File: src/rtl/seg7_scan_driver.sv
// rtl/seg7_scan_driver.sv - scanned 4-digit active-low 7-segment driver with blink and blank slot
// Optional: SEG_LEADING_ZERO_BLANK_EN blanks digit 3 while hour_tens is zero.
module seg7_scan_driver #(
    parameter int REFRESH_DIV = 250000,
    parameter int BLINK_TICKS = 200
) (
    input  logic       clk,
    input  logic       rst,
    input  logic [3:0] hour_tens,
    input  logic [3:0] hour_units,
    input  logic [3:0] min_tens,
    input  logic [3:0] min_units,
    input  logic       adjust,
    input  logic [1:0] blink_sel,
    input  logic       colon_en,
    output logic [6:0] segments,
    output logic [3:0] anode_active,
    output logic       dp
);
    localparam int RW = (REFRESH_DIV > 1) ? $clog2(REFRESH_DIV) : 1;
    localparam int BW = (BLINK_TICKS > 1) ? $clog2(BLINK_TICKS) : 1;

    typedef enum logic {ST_BLANK, ST_SHOW} state_t;

    state_t          state, state_nxt;
    logic [RW-1:0]   rcnt;
    logic            tick;
    logic [1:0]      idx;
    logic [BW-1:0]   bcnt;
    logic            blink_phase;
    logic [3:0]      digit;
    logic [6:0]      dec;
    logic            in_group;
    logic            blank_digit;
    logic [6:0]      segments_nxt;
    logic [3:0]      anode_nxt;
    logic            dp_nxt;

    assign tick = (rcnt == RW'(REFRESH_DIV - 1));

    // Blink timer only runs in adjust mode, so leaving adjust restarts it in the visible phase.
    always_ff @(posedge clk) begin
        if (rst) begin
            rcnt        <= '0;
            idx         <= 2'd3;
            bcnt        <= '0;
            blink_phase <= 1'b0;
        end else begin
            rcnt <= tick ? '0 : rcnt + RW'(1);
            if (tick) begin
                idx <= idx + 2'd1;
            end
            if (!adjust) begin
                bcnt        <= '0;
                blink_phase <= 1'b0;
            end else if (tick) begin
                if (bcnt == BW'(BLINK_TICKS - 1)) begin
                    bcnt        <= '0;
                    blink_phase <= ~blink_phase;
                end else begin
                    bcnt <= bcnt + BW'(1);
                end
            end
        end
    end

    always_comb begin
        digit = min_units;
        case (idx)
            2'd0: digit = min_units;
            2'd1: digit = min_tens;
            2'd2: digit = hour_units;
            2'd3: digit = hour_tens;
            default: digit = min_units;
        endcase
    end

    always_comb begin
        dec = 7'b1111111;
        case (digit)
            4'd0: dec = 7'b1000000;
            4'd1: dec = 7'b1111001;
            4'd2: dec = 7'b0100100;
            4'd3: dec = 7'b0110000;
            4'd4: dec = 7'b0011001;
            4'd5: dec = 7'b0010010;
            4'd6: dec = 7'b0000010;
            4'd7: dec = 7'b1111000;
            4'd8: dec = 7'b0000000;
            4'd9: dec = 7'b0010000;
            default: dec = 7'b1111111;
        endcase
    end

    always_comb begin
        in_group = 1'b0;
        case (blink_sel)
            2'd0: in_group = 1'b0;
            2'd1: in_group = idx[1];
            2'd2: in_group = ~idx[1];
            2'd3: in_group = 1'b1;
            default: in_group = 1'b0;
        endcase
    end

`ifdef SEG_LEADING_ZERO_BLANK_EN
    assign blank_digit = (adjust && blink_phase && in_group) ||
                         (idx == 2'd3 && hour_tens == 4'd0);
`else
    assign blank_digit = adjust && blink_phase && in_group;
`endif

    always_ff @(posedge clk) begin
        if (rst) begin
            state        <= ST_BLANK;
            segments     <= 7'h7F;
            anode_active <= 4'hF;
            dp           <= 1'b1;
        end else begin
            state        <= state_nxt;
            segments     <= segments_nxt;
            anode_active <= anode_nxt;
            dp           <= dp_nxt;
        end
    end

    // Digit content is sampled only in the BLANK cycle, so SHOW never glitches mid-digit.
    always_comb begin
        state_nxt    = state;
        segments_nxt = segments;
        anode_nxt    = anode_active;
        dp_nxt       = dp;
        if (tick) begin
            state_nxt    = ST_BLANK;
            segments_nxt = 7'h7F;
            anode_nxt    = 4'hF;
            dp_nxt       = 1'b1;
        end else begin
            case (state)
                ST_BLANK: begin
                    state_nxt    = ST_SHOW;
                    anode_nxt    = ~(4'b0001 << idx);
                    segments_nxt = blank_digit ? 7'h7F : dec;
                    dp_nxt       = ~(colon_en && idx == 2'd2);
                end
                ST_SHOW: begin
                    state_nxt = ST_SHOW;
                end
                default: begin
                    state_nxt = ST_BLANK;
                end
            endcase
        end
    end
endmodule

File: config.mk
export PLATFORM = sky130hd
export DESIGN_NAME = seg7_scan_driver
export DESIGN_NICKNAME = d
export VERILOG_FILES = /design/src/rtl/seg7_scan_driver.sv
export SDC_FILE = /design/constraint.sdc
export NUM_CORES = 1
export LEC_CHECK = 0
export ABC_CLOCK_PERIOD_IN_PS = 2960
export BUFFER_PORTS_ARGS = -buffer_cell sky130_fd_sc_hd__buf_2
export CAP_MARGIN = 40
export CORE_AREA = 2 2 66 68
export DETAILED_ROUTE_END_ITERATION = 10
export DIE_AREA = 0 0 68 70
export PLACE_DENSITY = 0.77
export SYNTH_ARGS = -nofsm -noshare
export SYNTH_HDL_FRONTEND = slang
export SYNTH_SLANG_ARGS = --single-unit
File: constraint.sdc
create_clock -name clk -period 2.96 [get_ports clk]
set_clock_uncertainty 0.2 [all_clocks]
set_input_delay 0.296 -clock clk [delete_from_list [all_inputs] [get_ports clk]]
set_output_delay 0.296 -clock clk [all_outputs]
set_load 0.03 [all_outputs]
=== Word-level counts from Yosys, hierarchy flattened ===
Memory sizes are Yosys's and may differ from the RTL's.
Index checks and enable logic that the tools add are counted.

* Input bits: 22
* Output and inout bits: 12
* Memories: 1
* ROM bits: 112
* Register bits: 42
* Word-level logic and storage cells: 39

{| class="wikitable"
|+ Memories
! name !! words !! bits a word !! read ports !! clocked after memory_dff !! write ports !! RTL line !! text
|-
| (name not given) || 16 || 7 || 1 || 0 || 0 || 80 || <nowiki>case (digit)</nowiki>
|}

* Shift-type cells: 1
* Reductions and logical operators: 8
* Equal/unequal tests: 8
* $add $sub $neg: 3
* Bitwise operators: 5
* Multiplexer cells: 5

{| class="wikitable"
|+ Operators with widths
! operator !! number
|-
| $add 18x1->18 const B || 1
|-
| $eq 18x18->1 const B || 1
|-
| $pmux 4 s4 || 1
|-
| $add 8x1->8 const B || 1
|-
| $eq 2x2->1 const B || 4
|-
| $eq 8x8->1 const B || 1
|-
| $mux 8 || 1
|-
| $mux 7 || 1
|-
| $eq 2x1->1 const B || 2
|-
| $logic_not 2->1 || 2
|-
| $not 1->1 || 4
|-
| $not 4->4 || 1
|-
| $pmux 1 s4 || 1
|-
| $reduce_or 2->1 || 2
|-
| $shl 1x2->4 const A || 1
|-
| $logic_and 1x1->1 || 3
|-
| $add 2x1->2 const B || 1
|-
| $reduce_and 2->1 || 1
|-
| $mux 1 || 1
|}

=== Longest topological paths before layout ===
Gate-level depths: netlist of run 1.

* Depth after elaboration: 4
* Depth in mapped cells: 8
* Gate-level depth less buffers: 8

=== Least setup slack after synthesis of run 1 ===
OpenSTA, ideal clock, no wires.

* Path kind: register to register
* Start: reg idx[1]
* End: reg segments[5]
* Buffers on the path: 0
* Required time: 2638 ps
* Cell stages (with the launch flop): 9
* Arrival: 2040 ps
* Slack: 598 ps
* Period minus slack after synthesis: 2362 ps
* Library setup time: 122 ps
* Cells stage by stage: dfxtp_1 inv_1 ha_1 a222oi_1 mux2_2 inv_1 ha_1 o32a_1 o32a_1

* Cells in the longest elaborated chain, start to end: 4
* Elaborated cells between the ends (all ways): 10
* Classes of those cells: 3 x eq/ne; 3 x mux; 1 x bitwise; 2 x reduce/logical; 1 x memory

{| class="wikitable"
|+ Ends and longest elaborated chain
! what !! RTL line !! text
|-
| start, declared || 28 || <nowiki>logic [1:0] idx;</nowiki>
|-
| start signal, assigned || 51 || <nowiki>idx <= idx + 2'd1;</nowiki>
|-
| $eq 2x2->1, or another cell as far along || 69 || <nowiki>case (idx)</nowiki>
|-
| $pmux 4 s4 or $pmux 1 s4 (tied branches) || 69, 97 ||
|-
| $mem_v2 16x7 or $logic_and 1x1->1 (tied branches) || - ||
|-
| $mux 7 * || 143 || <nowiki>segments_nxt = blank_digit ? 7'h7F : dec;</nowiki>
|-
| end signal, assigned || 121 || <nowiki>segments <= segments_nxt;</nowiki>
|-
| end, declared || 16 || <nowiki>output logic [6:0] segments,</nowiki>
|}

Every way passes the cells marked *; elsewhere a longest branch is shown, timed or not.
A chain may end at the register's enable or synchronous reset.

=== Worst setup path in the final report of run 1 ===
Same ends and word-level chain as after synthesis.

==> run_results.csv, run 1 <==
group,metric,value,unit
sta,hold_viol_final,0,
critical_path,critPathCaptureType,"flop",
clock_network,post-cts-setup-buffer-count,0,
sta,rsz0062_at_grt,"false",
power,powerDensity,427.6,nW/um2
finish,finalNonFillerCells,314,
clock_network,h-tree-depth,2,
clock_network,clkLatencyLatePin,0.29,ns
critical_path,cp.required,2.94,ns
grt,grt_usage,18.61,%
run,drv_cap,0,
synthesis,synth-seq-cells,42,
sta,period_minus_slack,2.521,ns
synthesis,syn-num-nets,261,
clock_network,clk_pin_slew,0.08,ns
drt,dr.pass1.iters,4,
sta,finalCritPeriodShare,85.17,%
finish,area_delta_synth_final,12.99,%
floorplanning,start_util,51.15,%
sta,drv_slew,0,
clock_network,cts_tree,"done",
floorplanning,die_height,70,um
synthesis,synth_top_area_share,39.67,%
synthesis,syn_area_per_cell,9.256,um2
sta,max_clock_freq,0.3967,GHz
min_path,hp-class,"primary input to flop",
sta,fin_setup_tns,0,ns
synthesis,synth-seq-area-share,39.67,%
power,ir_worst_vdd,0.0002613,V
drt,drt_wl_total,4074,um
grt,grt_pass1_vias,1615,
drt,drt-initial-drc-count,125,
finish,final_layout_size_suffix_gt1_share,20.99,%
drt,drcViolationCount,0,
status,outcome,"complete, no violations",
placement,port_buffers,33,
placement,gp_congestion,0.7791,
finish,fillCellCount,379,
grt,antenna_found_initial,0,
critical_path,start_kind,"flop",
placement,place_area,2316,um2
floorplanning,placementRows,24,
synthesis,synthTopCellsByArea,"dfxtp_1, xnor2_1, ha_1, nor2_1, xor2_1",
grt,grt_pass1_wl,6789,um
critical_path,crit_type,"flop to flop",
floorplanning,die_area,4760,um2
drt,ant_nets,0,
synthesis,postSynthCellCount,229,
drt,via_per_inst,5.363,
floorplanning,io-pin-count,34,
synthesis,synth-edff-count,0,
finish,antennaDiodeCount,0,
finish,seq_area,840.8,um2
clock_network,cts_buffers,5,
placement,numPlacedInstances,307,
power,power.leakage,0.9663,nW
synthesis,yosysWarnings,0,
placement,dp_hpwl,2921,um
power,p_total,0.001024,W
sta,worst_pin_slew,0.8353,ns
finish,layout.nets,294,
synthesis,ys.flop_type,"dfxtp_1",
critical_path,cp.arrival,2.51,ns
critical_path,path_max_fanout,6,
clock_network,cts_resized,0,
synthesis,yosysUniqueCellTypes,46,
clock_network,cts_num_sinks,42,
finish,design_area,2395,um2
clock_network,root_buffer,"clkbuf_8",
synthesis,yosysTopAreaCell,"dfxtp_1",
synthesis,syn-cell-area,2120,um2
drt,wl_per_cell,12.97,um
finish,multi_input_area,1181,um2
clock_network,cts_buffer_depth,2,
finish,final_util,57.79,%
drt,vias,1684,
synthesis,async_reset_ff_share,0,%
sta,setup-violations-final,0,
floorplanning,die_w,68,um
floorplanning,core_area,4144,um2
sta,relSlewSlack,42.72,%
grt,grt_overflow_total,0,
grt,grt_max_degree,20,
clock_network,hold_buffers,0,
[layout by cell type, fill, tap and decap left out, types with 3 or more instances in the layout]
cell type  Yosys  routed
nor3_1         5       5
nand2_1       15      15
mux2_2         3       3
xnor2_1       17      17
nor4_1         3       3
nor2_1        31      31
and3_1         5       5
clkbuf_8       0       5
o32a_1         3       3
dfxtp_1       42      42
nand3_1        8       8
nor2b_1        4       4
ha_1          10      10
o21ai_0        6       6
inv_1         15      15
nand4_1        3       3
xor2_1         9       9
mux2i_1        5       5
nand2b_1       3       3
a222oi_1       4       4
buf_2          3      33
[path summary, 6_finish.rpt]
path,start,endpoint,slack [ns],cells after the start
worst min-delay path,rst,rcnt[2],0.01,2
worst min register to register,rcnt[0],rcnt[0],0.25,1
worst max register to register,idx[1],segments[5],0.44,8
worst max-delay path,idx[1],segments[5],0.44,8
[where the power goes]
group,internal [W],switching [W],total [W],leakage [nW]
clock,0.000158,0.000188,0.000346,0.0438
sequential,0.000576,0.00000834,0.000584,0.341
combinational,0.0000404,0.0000535,0.0000939,0.581
total,0.000775,0.000249,0.00102,0.966
[synthesized netlist by cell type (2+ instances only)]
| master | count |
|---|---|
| a21oi_1 | 2 |
| xor2_1 | 9 |
| nand3_1 | 8 |
| and4_1 | 2 |
| nor2_1 | 31 |
| buf_4 | 2 |
| xnor2_1 | 17 |
| nor3_1 | 5 |
| nand4_1 | 3 |
| mux2_2 | 3 |
| o21bai_1 | 2 |
| ha_1 | 10 |
| dfxtp_1 | 42 |
| nor4b_2 | 2 |
| o32a_1 | 3 |
| mux2i_1 | 5 |
| o21ai_0 | 6 |
| inv_1 | 15 |
| and3_1 | 5 |
| nor4_1 | 3 |
| nor2b_1 | 4 |
| a2bb2oi_1 | 2 |
| clkbuf_1 | 3 |
| a222oi_1 | 4 |
| nor4b_1 | 2 |
| nand2b_1 | 3 |
| nand2_1 | 15 |
| buf_2 | 3 |
[worst max-delay path: stages (launching register included)]
cell      delay, ns
dfxtp_1        0.38
inv_1          0.11
ha_1           0.25
a222oi_1       0.32
mux2_2         0.27
inv_1          0.06
ha_1           0.20
o32a_1         0.34
o32a_1         0.27
[metal layers]
layer  track usage, %  vias to the layer above  routed length [um]
li1                 -                      856                   -
met3            5.153                        8                 249
met4            9.333                        0                  81
met2            30.42                       47                1866
met5                0                        -                   0
met1            21.76                      773                1877
[flip-flops by register name, summed over array words and instances (netlist names)]
name,flops
blink_phase,1
bcnt,8
rcnt,18
state,1
segments,7
anode_active,4
dp,1
idx,2
[through the flow]
step	setup WS (ns)	hold slack [ns]
2_1_floorplan	0.5982	0.1684
3_3_place_gp	0.4979	0.2278
3_5_place_dp	0.4584	0.2335
4_1_cts	0.4389	0.005821
5_1_grt	0.1008	0.01633
6_report	0.4391	0.01002
[cell families (layout without fill, tap and decap cells)]
family	count (synthesis)	count (layout)	synth area share, %
compound gates	26	26	9.505
simple gates	93	93	24.97
buf+inv	23	56	4.604
xor+xnor	26	26	10.74
mux	9	9	4.604
flops	42	42	39.67
fa+ha+maj	10	10	5.903
[layout make-up]
type | instances | share of cell area, %
repair buffers | 34 | 7.210
clock buffers | 5 | 2.874
flip-flops and latches | 42 | 35.11
well taps | 52 | 2.717
clock inverters | 2 | 0.4180
inverters | 15 | 2.351
multi-input cells | 164 | 49.32
Power figures use the tool's default switching activity.
==> run 2: changes to the inputs <==
Settings changed: CORE_AREA 2 2 66 68 to 2 2 84 54, DIE_AREA 0 0 68 70 to 0 0 86 56, PLACE_DENSITY 0.77 to 0.75.
==> run 2 against run 1 <==
- register-to-register slack worse by 0.12 ns
- count of clock-buffer cells in the layout is 2 higher
- critical path depth is 1 lower
- critical path type unchanged
- largest cell class unchanged
- largest power group unchanged
==> run_results.csv, run 2 (synthesized netlist as in run 1, its figures left out) <==
group,metric,value,unit
critical_path,start_kind,"flop",
status,outcome,"complete, no violations",
floorplanning,core_area,3986,um2
sta,relSlewSlack,39.94,%
clock_network,cts_resized,0,
critical_path,max_stage_delay,0.44,ns
floorplanning,start_util,53.17,%
critical_path,crit_type,"flop to flop",
drt,wl_per_cell,12.61,um
clock_network,clk_pin_slew,0.08,ns
drt,drt_wl_total,3948,um
run,drv_cap,0,
floorplanning,die_area,4816,um2
finish,final_layout_size_suffix_gt1_share,20.53,%
placement,place_ws,0.3512,ns
clock_network,h-tree-depth,2,
min_path,hp-class,"primary input to flop",
placement,port_buffers,33,
finish,largestRegisters,"rcnt (18), bcnt (8), segments (7)",
sta,drv_slew,0,
critical_path,cp.required,2.95,ns
sta,worst_slack,0.3237,ns
sta,setup-violations-final,0,
drt,ant_nets,0,
finish,antennaDiodeCount,0,
floorplanning,die_w,86,um
critical_path,critPathCaptureType,"flop",
placement,dp_hpwl,2988,um
floorplanning,placementRows,18,
finish,top_register,"rcnt",
grt,antenna_found_initial,0,
critical_path,path_max_fanout,8,
clock_network,cts_num_sinks,42,
power,ir_worst_vdd,0.0003651,V
power,power.leakage,0.9750,nW
grt,grt_max_degree,16,
sta,max_clock_freq,0.3793,GHz
sta,hold_viol_final,0,
finish,fillCellCount,332,
drt,dr.pass1.iters,4,
sta,period_minus_slack,2.636,ns
clock_network,cts_buffers,5,
clock_network,clkLatencyLatePin,0.29,ns
drt,vias,1623,
sta,hold_slack,0.02808,ns
finish,largest_reg_flops,18,
clock_network,root_buffer,"clkbuf_8",
drt,via_per_inst,5.185,
critical_path,critPathSlowestCell,"a222oi_1",
finish,mostFrequentLayoutCell,"dfxtp_1",
clock_network,post-cts-setup-buffer-count,0,
drt,drcViolationCount,0,
critical_path,cp_cell_sequence,"inv_1 -> ha_1 -> a222oi_1 -> mux2i_2 -> ha_1 -> o32a_1 -> o32a_1",
grt,grt_pass1_vias,1503,
finish,area_delta_synth_final,14.17,%
sta,worst_pin_slew,0.8758,ns
grt,grt_overflow_total,0,
floorplanning,io-pin-count,34,
drt,drt-initial-drc-count,48,
grt,grt_pass1_wl,6755,um
clock_network,hold_buffers,0,
grt,grt_usage,17.83,%
placement,gp_congestion,0.8398,
finish,final_cell_mix,"dfxtp_1, buf_2, nor2_1",
finish,layout.nets,294,
clock_network,cts_buffer_depth,2,
clock_network,cts_tree,"done",
power,powerDensity,461.2,nW/um2
sta,fin_setup_tns,0,ns
floorplanning,die_height,56,um
sta,rsz0062_at_grt,"false",
sta,finalCritPeriodShare,89.07,%
critical_path,cp.arrival,2.62,ns
==> run 2: layout make-up <==
class / count / area (um2) / share of cell area (%)
Tap cell: 50 / 62.56 / 2.585
Inverter: 15 / 56.30 / 2.327
Clock inverter: 1 / 30.03 / 1.241
Multi-Input combinational cell: 164 / 1181 / 48.81
Clock buffer: 7 / 76.32 / 3.154
Sequential cell: 42 / 840.8 / 34.75
Timing Repair Buffer: 34 / 172.7 / 7.135
==> run 2: report_power, final <==
part	internal, W	total [W]	switching (W)
Clock	0.000252	0.000436	0.000184
Sequential	0.000576	0.000585	0.00000878
Combinational	0.0000402	0.0000947	0.0000546
==> run 2: final timing paths <==
kind,from,endpoint,slack (ns),depth (start not counted)
setup / recovery,idx[1],segments[5],0.32,7
hold / removal,rst,rcnt[2],0.03,2
setup reg to reg,idx[1],segments[5],0.32,7
hold reg to reg,rcnt[0],rcnt[0],0.24,1
==> run 2: critical path, delay by kind of cell, from the launching register on <==
family,cells,cell delay [ns]
buf+inv,1,0.10
flops,1,0.39
compound gates,3,1.06
mux,1,0.25
fa+ha+maj,2,0.51
==> run 2: through the flow <==
stage | power, W | util (%) | cells | instance area [um2]
after floorplan | 0.0006592 | - | 229 | 2120
after CTS | 0.001130 | 60.70 | 313 | 2420
after global routing | 0.001169 | 60.70 | 313 | 2420
after detailed placement | 0.0006920 | 58.04 | 305 | 2313
after global placement | 0.0006914 | 58.04 | 305 | 2313
final | 0.001116 | 60.70 | 313 | 2420
==> run 2: metal layers <==
layer	global-route usage, %	share of wire, %
met2	24.47	38
met5	0	0
met1	25.86	56
met4	6.803	1.4
met3	5.341	3.9
